<file path="config.mk">
export PLATFORM = sky130hd
export DESIGN_NAME = mdu_sequencer
export DESIGN_NICKNAME = d
export VERILOG_FILES = /design/src/rtl/mdu_pkg.sv /design/src/rtl/mdu_step.sv /design/src/rtl/mdu_sequencer.sv
export SDC_FILE = /design/constraint.sdc
export NUM_CORES = 1
export LEC_CHECK = 0
export BUFFER_PORTS_ARGS = -buffer_cell sky130_fd_sc_hd__buf_2
export CORE_MARGIN = 2
export CORE_UTILIZATION = 35
export CTS_CLUSTER_DIAMETER = 150
export DETAILED_ROUTE_END_ITERATION = 10
export PLACE_DENSITY = 0.5
export SLEW_MARGIN = 10
export SYNTH_ARGS = -nofsm -noshare
export SYNTH_HDL_FRONTEND = slang
export SYNTH_SLANG_ARGS = --single-unit
</file>
<file path="constraint.sdc">
create_clock -name clk -period 4.1 [get_ports clk]
set_input_delay 0 -clock clk [delete_from_list [all_inputs] [get_ports clk]]
set_output_delay 0 -clock clk [all_outputs]
set_load 0.05 [all_outputs]
</file>
<file path="src/rtl/mdu_pkg.sv">
// mdu_pkg: shared op encodings, FSM state type and default operand width
// for the multiply/divide sequencer.
package mdu_pkg;

  localparam int MDU_WIDTH = 32;

  typedef enum logic [1:0] {
    MDU_MULT  = 2'b00,
    MDU_MULTU = 2'b01,
    MDU_DIV   = 2'b10,
    MDU_DIVU  = 2'b11
  } mdu_op_e;

  typedef enum logic [1:0] {
    IDLE = 2'b00,
    RUN  = 2'b01,
    FIX  = 2'b10,
    DONE = 2'b11
  } mdu_state_e;

  // Bit 1 of the op selects divide, bit 0 clear means a signed op.
  function automatic logic op_is_div(input logic [1:0] op);
    return op[1];
  endfunction

  function automatic logic op_is_signed(input logic [1:0] op);
    return ~op[0];
  endfunction

endpackage

</file>
<file path="src/rtl/mdu_step.sv">
// mdu_step: one combinational radix-2 iteration on a 2*WIDTH+1 bit
// accumulator. Multiply: {hi_with_carry, multiplier}, conditional add then
// shift right. Divide: {remainder_with_carry, dividend/quotient}, shift left,
// trial subtract, set quotient bit.
module mdu_step import mdu_pkg::*; #(
  parameter int WIDTH = MDU_WIDTH
) (
  input  logic               is_div_i,
  input  logic [WIDTH-1:0]   operand_i,
  input  logic [2*WIDTH:0]   acc_i,
  output logic [2*WIDTH:0]   acc_o
);

  logic [WIDTH:0] sum;
  logic [WIDTH:0] rem_s;
  logic [WIDTH:0] diff;
  logic           ge;

  // Single iteration; both datapaths are evaluated and is_div_i picks one.
  always_comb begin
    sum   = acc_i[2*WIDTH:WIDTH] + {1'b0, operand_i & {WIDTH{acc_i[0]}}};
    rem_s = {acc_i[2*WIDTH-1:WIDTH], acc_i[WIDTH-1]};
    diff  = rem_s - {1'b0, operand_i};
    ge    = (rem_s >= {1'b0, operand_i});
    if (is_div_i) begin
      acc_o = ge ? {diff, acc_i[WIDTH-2:0], 1'b1} : {rem_s, acc_i[WIDTH-2:0], 1'b0};
    end else begin
      acc_o = {1'b0, sum, acc_i[WIDTH-1:1]};
    end
  end

endmodule

</file>
<file path="src/rtl/mdu_sequencer.sv">
// mdu_sequencer: iterative MULT/MULTU/DIV/DIVU unit owning HI/LO.
// Magnitudes are iterated for WIDTH cycles in RUN, signs are applied in FIX,
// HI/LO are written on entry to DONE (done pulses while in DONE).
// Optional macro MDU_MTHILO_EN adds hi_we/lo_we/wdata for MTHI/MTLO writes
// that are honoured only in IDLE and take priority over start.
// Handshake: start is a level sampled only in IDLE; busy is high in RUN/FIX;
// done is a one-cycle pulse in DONE with HI/LO already holding the result.
module mdu_sequencer import mdu_pkg::*; #(
  parameter int WIDTH = MDU_WIDTH
) (
  input  logic             clk,
  input  logic             reset,
`ifdef MDU_MTHILO_EN
  input  logic             hi_we,
  input  logic             lo_we,
  input  logic [WIDTH-1:0] wdata,
`endif
  input  logic             start,
  input  logic [1:0]       op,
  input  logic [WIDTH-1:0] A,
  input  logic [WIDTH-1:0] B,
  output logic             busy,
  output logic             done,
  output logic [WIDTH-1:0] HI,
  output logic [WIDTH-1:0] LO,
  output logic [1:0]       dbg_state_o
);

  localparam int CNT_W = $clog2(WIDTH);
  localparam logic [CNT_W-1:0] CNT_LOAD = CNT_W'(WIDTH - 1);

  mdu_state_e         state_q, state_d;
  logic               is_div_q, is_div_d;
  logic               sign_a_q, sign_a_d;
  logic               sign_b_q, sign_b_d;
  logic [CNT_W-1:0]   cnt_q, cnt_d;
  logic [2*WIDTH:0]   acc_q, acc_d;
  logic [WIDTH-1:0]   opnd_q, opnd_d;
  logic [WIDTH-1:0]   hi_q, hi_d;
  logic [WIDTH-1:0]   lo_q, lo_d;

  logic               in_signed;
  logic [WIDTH-1:0]   mag_a, mag_b;
  logic [2*WIDTH:0]   step_acc;
  logic [2*WIDTH-1:0] prod, prod_fix;
  logic [WIDTH-1:0]   quot, rem, quot_fix, rem_fix;
  logic               mt_hi, mt_lo;
  logic [WIDTH-1:0]   mt_data;
  logic               unused_acc_msb;

`ifdef MDU_MTHILO_EN
  assign mt_hi   = hi_we;
  assign mt_lo   = lo_we;
  assign mt_data = wdata;
`else
  assign mt_hi   = 1'b0;
  assign mt_lo   = 1'b0;
  assign mt_data = '0;
`endif

  // Operand magnitudes for signed ops; unsigned ops pass straight through.
  assign in_signed = op_is_signed(op);
  assign mag_a     = (in_signed && A[WIDTH-1]) ? -A : A;
  assign mag_b     = (in_signed && B[WIDTH-1]) ? -B : B;

  // Sign correction applied in FIX: product by sign xor, quotient by sign
  // xor, remainder follows the dividend. 0x80000000 / -1 wraps naturally.
  assign prod     = acc_q[2*WIDTH-1:0];
  assign prod_fix = (sign_a_q ^ sign_b_q) ? -prod : prod;
  assign quot     = acc_q[WIDTH-1:0];
  assign rem      = acc_q[2*WIDTH-1:WIDTH];
  assign quot_fix = (sign_a_q ^ sign_b_q) ? -quot : quot;
  assign rem_fix  = sign_a_q ? -rem : rem;
  assign unused_acc_msb = acc_q[2*WIDTH];

  mdu_step #(.WIDTH(WIDTH)) u_step (
    .is_div_i  (is_div_q),
    .operand_i (opnd_q),
    .acc_i     (acc_q),
    .acc_o     (step_acc)
  );

  // Next-state and datapath control; every register holds unless told otherwise.
  always_comb begin
    state_d  = state_q;
    is_div_d = is_div_q;
    sign_a_d = sign_a_q;
    sign_b_d = sign_b_q;
    cnt_d    = cnt_q;
    acc_d    = acc_q;
    opnd_d   = opnd_q;
    hi_d     = hi_q;
    lo_d     = lo_q;
    case (state_q)
      IDLE: begin
        if (mt_hi || mt_lo) begin
          if (mt_hi) hi_d = mt_data;
          if (mt_lo) lo_d = mt_data;
        end else if (start) begin
          is_div_d = op_is_div(op);
          sign_a_d = in_signed & A[WIDTH-1];
          sign_b_d = in_signed & B[WIDTH-1];
          cnt_d    = CNT_LOAD;
          if (op_is_div(op) && (B == '0)) begin
            hi_d    = A;
            lo_d    = '1;
            state_d = DONE;
          end else begin
            state_d = RUN;
            if (op_is_div(op)) begin
              acc_d  = {{(WIDTH+1){1'b0}}, mag_a};
              opnd_d = mag_b;
            end else begin
              acc_d  = {{(WIDTH+1){1'b0}}, mag_b};
              opnd_d = mag_a;
            end
          end
        end
      end
      RUN: begin
        acc_d = step_acc;
        cnt_d = cnt_q - 1'b1;
        if (cnt_q == '0) state_d = FIX;
      end
      FIX: begin
        if (is_div_q) begin
          hi_d = rem_fix;
          lo_d = quot_fix;
        end else begin
          hi_d = prod_fix[2*WIDTH-1:WIDTH];
          lo_d = prod_fix[WIDTH-1:0];
        end
        state_d = DONE;
      end
      default: state_d = IDLE;
    endcase
  end

  // State and datapath registers; reset aborts any op in flight.
  always_ff @(posedge clk or negedge reset) begin
    if (!reset) begin
      state_q  <= IDLE;
      is_div_q <= 1'b0;
      sign_a_q <= 1'b0;
      sign_b_q <= 1'b0;
      cnt_q    <= '0;
      acc_q    <= '0;
      opnd_q   <= '0;
      hi_q     <= '0;
      lo_q     <= '0;
    end else begin
      state_q  <= state_d;
      is_div_q <= is_div_d;
      sign_a_q <= sign_a_d;
      sign_b_q <= sign_b_d;
      cnt_q    <= cnt_d;
      acc_q    <= acc_d;
      opnd_q   <= opnd_d;
      hi_q     <= hi_d;
      lo_q     <= lo_d;
    end
  end

  assign busy        = (state_q == RUN) || (state_q == FIX);
  assign done        = (state_q == DONE);
  assign HI          = hi_q;
  assign LO          = lo_q;
  assign dbg_state_o = state_q;

endmodule

</file>
======== Yosys cells after proc, flatten, opt, wreduce, memory -nomap -nowiden ========
Index checks and enable logic that the tools add are counted.
cells by class
  $add $sub $neg .......................... 8
  multiply operators ...................... 0
  divide/modulo/power cells ............... 0
  order comparisons ....................... 1
  equal/unequal tests ..................... 7
  shift-type cells ........................ 0
  muxes and demuxes ....................... 26
  bitwise operators ....................... 6
  reduce and logical (&&, ||, !) cells .... 15
operator list
  kind                                              count
  two-way mux 32 bit                                12
  two-way mux 65 bit                                4
  one-hot mux 65 bit (2 select lines)               1
  negation 32 bit                                   4
  one-hot mux 32 bit (2 select lines)               2
  two-way mux 64 bit                                1
  negation 64 bit                                   1
  adder 33 x 32 -> 33 bit                           1
  >= comparator 33 x 32 -> 1 bit                    1
  subtractor 33 x 32 -> 33 bit                      1
  bitwise AND 32 bit                                1
  zero test 32 bit                                  1
  one-hot mux 5 bit (2 select lines)                1
  AND reduction 3 bit                               3
  inequality test 2 bit, second input constant      4
  two-way mux 2 bit                                 3
  one-hot mux 2 bit (3 select lines)                1
  AND reduction 2 bit                               3
  zero test 5 bit                                   1
  two-way mux 5 bit                                 1
  subtractor 5 x 1 -> 5 bit, second input constant  1
  == test 2 bit, second input constant              2
  nonzero test 2 bit                                2
  logical AND 1 bit                                 3
  6 further kinds                                   8
word-level totals
  register bits ........................... 171
  latch bits .............................. 0
  RAM bits ................................ 0
  ROM bits ................................ 0
  bits of input ports ..................... 69
  output and inout port bits .............. 68
  word-level logic and storage cells ...... 72
  memories ................................ 0

======== Depth between registers and ports, before layout ========
Gate-level depths: netlist of the first run.
  word-level depth ........................ 7
  mapped depth ............................ 14
  gate-level depth less buffers ........... 13

======== By module ========
From an unflattened synthesis of the first run, not the netlist that was laid out.
unflattened totals
  cell total of the unflattened synthesis .. 2108
  area, all modules ....................... 16417.0 µm²
modules (own cells, without submodules)
  module         instances  cells an instance  area each (µm²)  sequential area each (µm²)
  mdu_sequencer  1          1419               11556.1          4279.1
  mdu_step       1          689                4860.9           0.0

======== Worst setup path after synthesis of the first run ========
No wires, ideal clock.
  path type ............................... reg-to-reg
  start point ............................. register acc_q[0]
  end point ............................... register acc_q[62]
  setup time .............................. 77 ps
  arrival ................................. 3455 ps
  data required time ...................... 4023 ps
  slack ................................... 567 ps
  cell stages (with the launch flop) ...... 14
  buffers on the path ..................... 1
  period minus slack after synthesis ...... 3533 ps
  cell sequence ........................... dfrtp_1 -> inv_1 -> clkbuf_1 -> nor2_1 -> ha_1 -> and2_1 -> nor4b_1 -> nor2_1 -> o21ai_0 -> a31oi_1 -> o21ai_0 -> a41oi_1 -> or4b_2 -> a21oi_1
on the way
  word-level cells in the longest chain between the ends .. 4
RTL lines
  item                                 RTL line              source
  start: declaration                   mdu_sequencer.sv:37   logic [2*WIDTH:0] acc_q, acc_d;
  start signal: assignment             mdu_sequencer.sv:147  acc_q <= '0;
  start signal: assignment             mdu_sequencer.sv:157  acc_q <= acc_d;
  bitwise AND 32 bit                   mdu_step.sv:21        sum = acc_i[2*WIDTH:WIDTH] + {1'b0, operand_i & {WIDTH{acc_i[0]}}};
  adder 33 x 32 -> 33 bit              mdu_step.sv:21
  two-way mux 65 bit                   mdu_step.sv:25        if (is_div_i) begin
  one-hot mux 65 bit (2 select lines)  mdu_sequencer.sv:94   case (state_q)
No other way between the ends.
A chain may end at the register's enable or synchronous reset.

======== Worst setup path in the final report of the first run ========
Same ends and word-level chain as after synthesis.

==> flow_metrics.tcl, run 1 <==
set metrics [dict create \
    status "finished, final reports clean" \
    crit_path_top_delay_cell "sky130_fd_sc_hd__or4b_2" \
    setup.worst_path.class "reg -> reg" \
    synth.area.top_cells "sky130_fd_sc_hd__dfrtp_1 (28%), sky130_fd_sc_hd__a21oi_1 (6.6%), sky130_fd_sc_hd__ha_1 (6.0%)" \
    grt_overflow 0 \
    global_route_wire_length_before_repair_um 87600 \
    cp-endpoint "acc_q[62]" \
    synth_top_area_share 0.276 \
    mean_routed_wirelength_per_cell_um 20.8 \
    synth_sequential_area_ratio 0.276 \
    routabilityCongestion 0.906 \
    drcViolationCount 0 \
    synthMostInstantiatedCell "sky130_fd_sc_hd__nor2_1" \
    worst_skew_pair.late_latency_ps 460 \
    timing_hold_violations_final 0 \
    fin_crit_ps 3760 \
    finalNetCount 2271 \
    crit_path_cell_trace "clkinvlp_4 -> buf_4 -> nor2_1 -> ha_1 -> and3_1 -> and3_1 -> a22oi_1 -> o21ai_0 -> a31oi_1 -> o21ai_2 -> nor3b_1 -> or4b_2 -> a21oi_1" \
    critPathMaxFanout 23 \
    post-route-period-util 0.918 \
    timing_worst_slew_pin_value_ps 996 \
    vdd.ir_drop.worst_uv 385 \
    rsz0062_at_grt "no" \
    fp.dieArea_mm2 0.0461 \
    achievable-frequency_mhz 266 \
    skew_ps 8.72 \
    cts.sinks 171 \
    n_fill_cell 4573 \
    ys.warnings.count 0 \
    critPathRequiredTime_ps 4490 \
    cts-buffers-inserted 17 \
    ys_dominant_reg_cell "sky130_fd_sc_hd__dfrtp_1" \
    final-seq-area_mm2 0.00428 \
    clock_tree_from_tritoncts "built" \
    vias_per_cell 5.61 \
    htree_levels 4 \
    hp-class "in -> reg" \
    regToRegSetupSlack_ps 340 \
    totalWireLength_um 56900 \
    syn_area_cell_um2 7.74 \
    initial_antenna_violation_count 1 \
    mappedNetlistArea_mm2 0.0155 \
    io-pin-count 137 \
    cp_slowest_stage_delay_ps 630 \
    worst_hold_startpoint "A[1]" \
    fin_worst_hold_slack_ps 12.9 \
    start_util 0.353 \
    placementRows 77 \
    postSynthCellCount 2005 \
    multi_input_area_mm2 0.0104 \
    die_h_um 215 \
    ys_top_cells_by_count "sky130_fd_sc_hd__nor2_1 (234), sky130_fd_sc_hd__a21oi_1 (204), sky130_fd_sc_hd__nand2_1 (190)" \
    grt_start_max_net_pins 98 \
    timing.critical_path.depth 13 \
    cellPowerDensity_mw_per_mm2 962 \
    synth.largest_area_cell "sky130_fd_sc_hd__dfrtp_1" \
    detailedPlacementHpwl_um 44100 \
    setup_total_negative_slack_ps 0 \
    coreArea_mm2 0.0440 \
    synth.ff_latch_count 171 \
    cts_buffer_depth 2 \
    syn2layout_area_growth_pct 14.9 \
    r2r_start "acc_q[0]" \
    layout-drive-gt1-share 0.140 \
    critical_path.startpoint "acc_q[0]" \
    worst_path_top_cell_family_by_delay "simple AND/OR/NAND/NOR gates" \
    grt_pass1_vias 14800 \
    cts.reportedPaths.clkPinSlew_ps 70 \
    synth_edf_count 0 \
    place.port_buffers 136 \
    final_max_slew_viol_count 0 \
    synthesis.nets 2151 \
    detailedRoute.firstPassIterationCount 5 \
    leakage_power_nw 7.46 \
    worstPathArrival_ps 4150 \
    clock_root_buffer "sky130_fd_sc_hd__clkbuf_16" \
    timing.max_cap.violations 0 \
    grt.total_usage 0.244 \
    detail-route-antenna-nets 0 \
    critical_path.startpoint_type "register" \
    worstRegToRegCells 13 \
    timing.final.setup_violations 0 \
    detail_route.iter0.violations 998 \
    cp_num_buf_inv 2 \
    max-slew-margin-rel 0.317 \
    via_count 15300 \
    synth-async-reset-ratio 1.00 \
    synthDistinctLibCells 88 \
    endpoint_kind "register" \
    crit_path_frequent_cell "sky130_fd_sc_hd__and3_1" \
    post_cts.repair.setup_buffers 0 \
    r2r-end "acc_q[62]" \
    die_width_um 215 \
]
cell families after synthesis:
logic type      share of synthesized area
flops                               0.276
buf+inv                            0.0551
simple gates                        0.203
fa+ha+maj                          0.0630
xor+xnor                           0.0953
compound gates                      0.265
mux                                0.0431
layout by cell type (no fill, tap or decap), drive strengths merged, types with 20 or more instances in the layout:
cell and count:
a21o 24, mux2 31, nand2b 20, buf 193
o31ai 21, nand3 44, clkbuf 21, dfrtp 171
xor2 80, nor2 235, dlygate4sd3 30, a211oi 35
o21ai 185, nor3 34, a21oi 204, nor4 26
nand2 191, a31oi 32, inv 76, mux2i 32
ha 75, xnor2 89
tightest hold or removal path: stages:
cell,delay [ps]
sky130_fd_sc_hd__buf_2,130
sky130_fd_sc_hd__inv_1,110
sky130_fd_sc_hd__nand3_1,80
sky130_fd_sc_hd__o21ai_0,70
sky130_fd_sc_hd__a41oi_1,40
sequential cells by signal (all words and copies together) (netlist names):
| name | cells |
|---|---|
| acc_q | 65 |
| is_div_q | 1 |
| sign_b_q | 1 |
| sign_a_q | 1 |
| HI | 32 |
| LO | 32 |
| opnd_q | 32 |
| cnt_q | 5 |
| dbg_state_o | 2 |
power breakdown:
part,total [W],switching [W],internal (W)
Clock,0.00181,0.000755,0.00105
Combinational,0.0120,0.00760,0.00443
Sequential,0.00333,0.000907,0.00242
metrics by stage:
stage	cells	utilization	setup slack [ps]	area (um2)	total power, W
after floorplan	2005	-	567	15500	0.0118
after global placement	2667	0.384	68.3	16900	0.0152
after detailed placement	2667	0.384	54.6	16900	0.0152
after CTS	2728	0.405	41.0	17800	0.0171
after global routing	2730	0.405	55.9	17800	0.0185
final	2730	0.405	335	17800	0.0172
layer usage:
layer | routed length (um) | up-vias | track usage
met2 | 26000 | 472 | 0.392
met4 | 2190 | 0 | 0.107
li1 | - | 7477 | -
met1 | 25900 | 7254 | 0.329
met5 | 0 | - | 0
met3 | 2710 | 107 | 0.0322
what timing repair did:
action / 4_1_cts / 5_1_grt
hold buffers: 30 / 0
hold endpoints to repair: 124 / 0
endpoints found under the setup margin: 0 / 2
gates resized for setup: 0 / 4
layout make-up:
cell class / instances / share of cell area
Clock buffer: 21 / 0.0258
Tap cell: 592 / 0.0415
Inverter: 79 / 0.0168
Sequential cell: 171 / 0.240
Timing Repair Buffer: 223 / 0.0815
Timing Repair inverter: 1 / 0.000280
Antenna cell: 1 / 0.000140
Clock inverter: 10 / 0.00932
Multi-Input combinational cell: 1632 / 0.585
how the worst min path moves through the flow:
stage,endpoint,cells past startpoint,slack [ps]
2_1_floorplan,HI[0],0,-300
3_3_place_gp,LO[7],1,190
3_5_place_dp,LO[6],1,200
4_1_cts,HI[1],5,1
5_1_grt,HI[15],3,40
6_report,HI[1],5,10
Power figures use the tool's default switching activity.
==> run 2, diff against run 1 <==
--- a/config.mk
+++ b/config.mk
@@ -5,12 +5,13 @@
 export SDC_FILE = /design/constraint.sdc
 export NUM_CORES = 1
 export LEC_CHECK = 0
-export BUFFER_PORTS_ARGS = -buffer_cell sky130_fd_sc_hd__buf_2
+export BUFFER_PORTS_ARGS = -buffer_cell sky130_fd_sc_hd__clkbuf_2
 export CORE_MARGIN = 2
 export CORE_UTILIZATION = 35
 export CTS_CLUSTER_DIAMETER = 150
 export DETAILED_ROUTE_END_ITERATION = 10
 export PLACE_DENSITY = 0.5
+export SETUP_SLACK_MARGIN = 0.2
 export SLEW_MARGIN = 10
 export SYNTH_ARGS = -nofsm -noshare
 export SYNTH_HDL_FRONTEND = slang
==> flow_metrics.tcl, run 2 (synthesis gave the netlist of run 1 again) <==
set metrics [dict create \
    crit_path_top_delay_cell "sky130_fd_sc_hd__or4b_2" \
    endpoint_kind "register" \
    achievable-frequency_mhz 268 \
    crit_path_cell_trace "clkinvlp_4 -> buf_4 -> nor2_1 -> ha_1 -> a21oi_1 -> o21ai_0 -> a22oi_1 -> o21ai_1 -> a31oi_2 -> o21ai_1 -> a41oi_1 -> or4b_2 -> a21oi_1" \
    htree_levels 4 \
    initial_antenna_violation_count 0 \
    final-seq-area_mm2 0.00428 \
    grt_overflow 0 \
    diodes 0 \
    die_width_um 215 \
    grt_start_max_net_pins 99 \
    timing.final.setup_violations 0 \
    largest_register_ffs 65 \
    clock_root_buffer "sky130_fd_sc_hd__clkbuf_16" \
    cts_buffer_depth 2 \
    detail-route-antenna-nets 0 \
    leakage_power_nw 7.51 \
    cts-buffers-inserted 17 \
    worst_path_top_cell_family_by_delay "compound AO/OA/AOI/OAI gates" \
    report.power.total_w 0.0172 \
    cp_slowest_stage_delay_ps 670 \
    n_fill_cell 4605 \
    cts.reportedPaths.clkPinSlew_ps 70 \
    detailedPlacementHpwl_um 44300 \
    mean_routed_wirelength_per_cell_um 20.7 \
    timing_hold_violations_final 0 \
    critical_path.startpoint_type "register" \
    top_register "acc_q" \
    syn2layout_area_growth_pct 14.8 \
    final_max_slew_viol_count 0 \
    setup.worst_path.class "reg -> reg" \
    skew_ps 13.1 \
    rsz0062_at_grt "yes" \
    clock_tree_from_tritoncts "built" \
    fp.dieArea_mm2 0.0461 \
    routabilityCongestion 0.909 \
    layout-drive-gt1-share 0.142 \
    fin_crit_ps 3730 \
    setup_total_negative_slack_ps 0 \
    worst_skew_pair.late_latency_ps 460 \
    coreArea_mm2 0.0440 \
    cp_num_buf_inv 2 \
    critPathRequiredTime_ps 4490 \
    grt_pass1_vias 15100 \
    vias_per_cell 5.60 \
    cts.sinks 171 \
    status "finished, final reports clean" \
    layout.cells.most_common_list "sky130_fd_sc_hd__nor2_1 (234), sky130_fd_sc_hd__a21oi_1 (201), sky130_fd_sc_hd__nand2_1 (190)" \
    critPathMaxFanout 23 \
    die_h_um 215 \
    placementRows 77 \
    layout_commonest_cell "sky130_fd_sc_hd__nor2_1" \
    timing.max_cap.violations 0 \
    global_route_wire_length_before_repair_um 88900 \
    max-slew-margin-rel 0.329 \
    vdd.ir_drop.worst_uv 414 \
    timing_worst_slew_pin_value_ps 978 \
    start_util 0.353 \
    finalNetCount 2269 \
    detailedRoute.firstPassIterationCount 5 \
    hp-class "in -> reg" \
    post-route-period-util 0.909 \
    grt.total_usage 0.247 \
    io-pin-count 137 \
    worstPathArrival_ps 4120 \
    multi_input_area_mm2 0.0104 \
    detail_route.iter0.violations 1157 \
    drcViolationCount 0 \
    via_count 15300 \
    totalWireLength_um 56500 \
    cellPowerDensity_mw_per_mm2 963 \
    place.port_buffers 136 \
]
## run 2: changes by cell type in the layout (fill, tap and decap cells not counted), sizes merged
cell,previous run,this run
diode,1,0
clkinvlp,4,3
buf,193,65
clkbuf,21,156
dlygate4sd3,30,23
clkinv,6,4
inv,76,77
## run 2: timing repair
item,in CTS,in global routing
setup buffers,0,0
hold endpoints to repair,118,0
pin swaps,0,0
gates resized for setup,2,3
hold buffers,23,0
cloned,0,0
endpoints found under the setup margin,1,12
## run 2: path summary, 6_finish.rpt
kind | start | to | slack [ps] | cells past startpoint
setup / recovery | acc_q[0] | acc_q[62] | 370 | 13
hold / removal | A[23] | HI[23] | 20 | 4
setup reg to reg | acc_q[0] | acc_q[62] | 370 | 13
hold reg to reg | HI[21] | HI[21] | 480 | 1
max in group asynchronous | reset | is_div_q | 2700 | 3
min in group asynchronous | reset | LO[7] | 220 | 2
## run 2: worst min-delay path: stages
cell	delay, ps
sky130_fd_sc_hd__clkbuf_2	160
sky130_fd_sc_hd__and3_1	180
sky130_fd_sc_hd__a21oi_1	40
sky130_fd_sc_hd__o21ai_1	60
## run 2: final cells by class
type	count	share of cell area
clock inverter	9	0.00905
sequential	171	0.240
clock buffer	22	0.0266
multi-input combinational	1632	0.586
tap	592	0.0415
timing repair buffer	222	0.0802
inverter	79	0.0168
## run 2: stage by stage
step / instance area [um2] / worst slack, ps / instances / utilization / hold WS (ps)
finish: 17800 / 372 / 2727 / 0.405 / 21.1
CTS: 17800 / 215 / 2727 / 0.405 / 4.15
floorplan: 15500 / 567 / 2005 / - / -296
global placement: 17000 / 125 / 2673 / 0.385 / 167
detailed placement: 17000 / 45.7 / 2673 / 0.385 / 167
global route: 17800 / 160 / 2727 / 0.405 / 35.4
## run 2: layer usage
metal  vias up  share of wire  global-route usage  wire (um)
met4         0          0.028              0.0789       1560
li1       7473              -                   -          -
met1      7285           0.46               0.333      25700
met2       438           0.47               0.409      26400
met5         -              0                   0          0
met3        71          0.050              0.0323       2800
## run 2: where the power goes
part	switching, W	leakage [nW]	internal (W)
logic	0.00762	5.22	0.00445
registers	0.000847	1.99	0.00242
clock network	0.000759	0.303	0.00107
==> run 3, diff against run 2 <==
--- a/config.mk
+++ b/config.mk
@@ -6,6 +6,7 @@
 export NUM_CORES = 1
 export LEC_CHECK = 0
 export BUFFER_PORTS_ARGS = -buffer_cell sky130_fd_sc_hd__clkbuf_2
+export CORE_ASPECT_RATIO = 0.9
 export CORE_MARGIN = 2
 export CORE_UTILIZATION = 35
 export CTS_CLUSTER_DIAMETER = 150
==> flow_metrics.tcl, run 3 (synthesis gave the netlist of run 1 again) <==
set metrics [dict create \
    grt_pass1_vias 14700 \
    coreArea_mm2 0.0440 \
    place.port_buffers 136 \
    cts.sinks 171 \
    top_register "acc_q" \
    cts_buffer_depth 2 \
    cts-buffers-inserted 17 \
    critical_path.startpoint_type "register" \
    clock_tree_from_tritoncts "built" \
    rsz0062_at_grt "yes" \
    vdd.ir_drop.worst_uv 482 \
    fin_crit_ps 3790 \
    timing_hold_violations_final 0 \
    layout-drive-gt1-share 0.139 \
    routabilityCongestion 0.916 \
    finalNetCount 2253 \
    die_width_um 226 \
    timing.final.setup_violations 0 \
    critPathRequiredTime_ps 4490 \
    setup.worst_path.class "reg -> reg" \
    grt_util_met2 0.403 \
    worstRegToRegCells 14 \
    proportion_of_power_drawn_by_combinational_gates 0.711 \
    achievable-frequency_mhz 264 \
    timing.max_cap.violations 0 \
    hp-class "in -> reg" \
    largest_register_ffs 65 \
    p_int_w 0.00779 \
    endpoint_kind "register" \
    initial_antenna_violation_count 5 \
    io-pin-count 137 \
    max-slew-margin-rel 0.179 \
    mean_routed_wirelength_per_cell_um 21.7 \
    clock_share_of_power 0.098 \
    detail_route.iter0.violations 1251 \
    power_switching_w 0.00962 \
    totalWireLength_um 59200 \
    status "finished, final reports clean" \
    final_max_slew_viol_count 0 \
    grt_overflow 0 \
    gr-usage-met3 0.0489 \
    vias_per_cell 5.66 \
    timing_worst_slew_pin_value_ps 1230 \
    cts.reportedPaths.clkPinSlew_ps 80 \
    layout.cells.most_common_list "sky130_fd_sc_hd__nor2_1 (234), sky130_fd_sc_hd__a21oi_1 (202), sky130_fd_sc_hd__nand2_1 (190)" \
    start_util 0.353 \
    worstPathArrival_ps 4180 \
    power.sequential.fraction 0.191 \
    power.switching_fraction 0.553 \
    htree_levels 4 \
    grt.total_usage 0.259 \
    cp-endpoint "acc_q[62]" \
    post-route-period-util 0.924 \
    detailedRoute.firstPassIterationCount 5 \
    regToRegSetupSlack_ps 310 \
    critical_path.startpoint "acc_q[0]" \
    drcViolationCount 0 \
    skew_ps 9.87 \
    via_count 15400 \
    placementRows 73 \
    worst_skew_pair.late_latency_ps 460 \
    cellPowerDensity_mw_per_mm2 984 \
    layout_commonest_cell "sky130_fd_sc_hd__nor2_1" \
    detailedPlacementHpwl_um 46400 \
    grt_start_max_net_pins 124 \
    clock_root_buffer "sky130_fd_sc_hd__clkbuf_16" \
    report.power.total_w 0.0174 \
    global_route_wire_length_before_repair_um 90200 \
    detail-route-antenna-nets 0 \
    critPathMaxFanout 32 \
    grt.met1_usage 0.365 \
    syn2layout_area_growth_pct 14.0 \
    setup_total_negative_slack_ps 0 \
    globalRoute.busiestLayer "met2" \
    r2r_start "acc_q[0]" \
    fp.dieArea_mm2 0.0461 \
    r2r-end "acc_q[62]" \
    die_h_um 204 \
    leakage_power_nw 7.43 \
]
## run 3: per-layer routing
| layer | wire (um) | vias to the layer above |
|---|---|---|
| met5 | 13 | - |
| met4 | 1470 | 2 |
| met3 | 3420 | 57 |
| met2 | 26300 | 424 |
| li1 | - | 7450 |
| met1 | 28000 | 7486 |
## run 3: area by class of cell
| class | instances | area, um2 |
|---|---|---|
| Tap cell | 600 | 751 |
| Fill cell | 4693 | 26300 |
| Inverter | 79 | 297 |
| Clock buffer | 19 | 433 |
| Sequential cell | 171 | 4280 |
| Clock inverter | 13 | 154 |
| Antenna cell | 5 | 12.5 |
| Timing Repair Buffer | 206 | 1330 |
| Multi-Input combinational cell | 1632 | 10400 |
## run 3: how the worst min path moves through the flow
stage | from | end | depth (start not counted)
detailed placement | reset | LO[6] | 1
global route | A[27] | HI[27] | 4
floorplan | reset | HI[0] | 0
finish | A[12] | HI[12] | 4
global placement | reset | LO[6] | 1
CTS | A[12] | HI[12] | 4
## run 3: power by group through the flow
stage	logic (W)	registers (W)	clock network [W]
4_1_cts	0.0123	0.00334	0.00174
6_report	0.0124	0.00333	0.00170
2_1_floorplan	0.00796	0.00389	0
5_1_grt	0.0135	0.00345	0.00181
3_5_place_dp	0.0122	0.00337	0
3_3_place_gp	0.0122	0.00335	0
## run 3: repair_timing
item | CTS | global route
endpoints found under the hold margin | 115 | 0
resized for setup | 0 | 3
hold buffers | 16 | 0
setup endpoints to repair | 0 | 3
buffers inserted | 0 | 0
## run 3: worst max-delay path, stage by stage, from the launching register on
cell and delay [ps]:
sky130_fd_sc_hd__dfrtp_1 380, sky130_fd_sc_hd__inv_1 120, sky130_fd_sc_hd__buf_12 220, sky130_fd_sc_hd__nor2_1 80, sky130_fd_sc_hd__ha_1 370, sky130_fd_sc_hd__a21oi_1 220
sky130_fd_sc_hd__o21ai_0 140, sky130_fd_sc_hd__a221oi_1 420, sky130_fd_sc_hd__o31ai_1 100, sky130_fd_sc_hd__a31oi_1 300, sky130_fd_sc_hd__o21ai_0 220, sky130_fd_sc_hd__buf_4 200
sky130_fd_sc_hd__nor3b_1 130, sky130_fd_sc_hd__or4b_2 640, sky130_fd_sc_hd__a21oi_1 160
## run 3: per-stage QoR
stage               hold WS (ps)  instance area, um2   util  setup WS (ps)  instances
global placement             187               16900  0.385            404       2672
CTS                        0.558               17700  0.402            291       2720
detailed placement           194               16900  0.385            320       2672
finish                      19.0               17700  0.402            313       2725
global route                25.8               17700  0.402            177       2724
floorplan                   -296               15500      -            567       2005
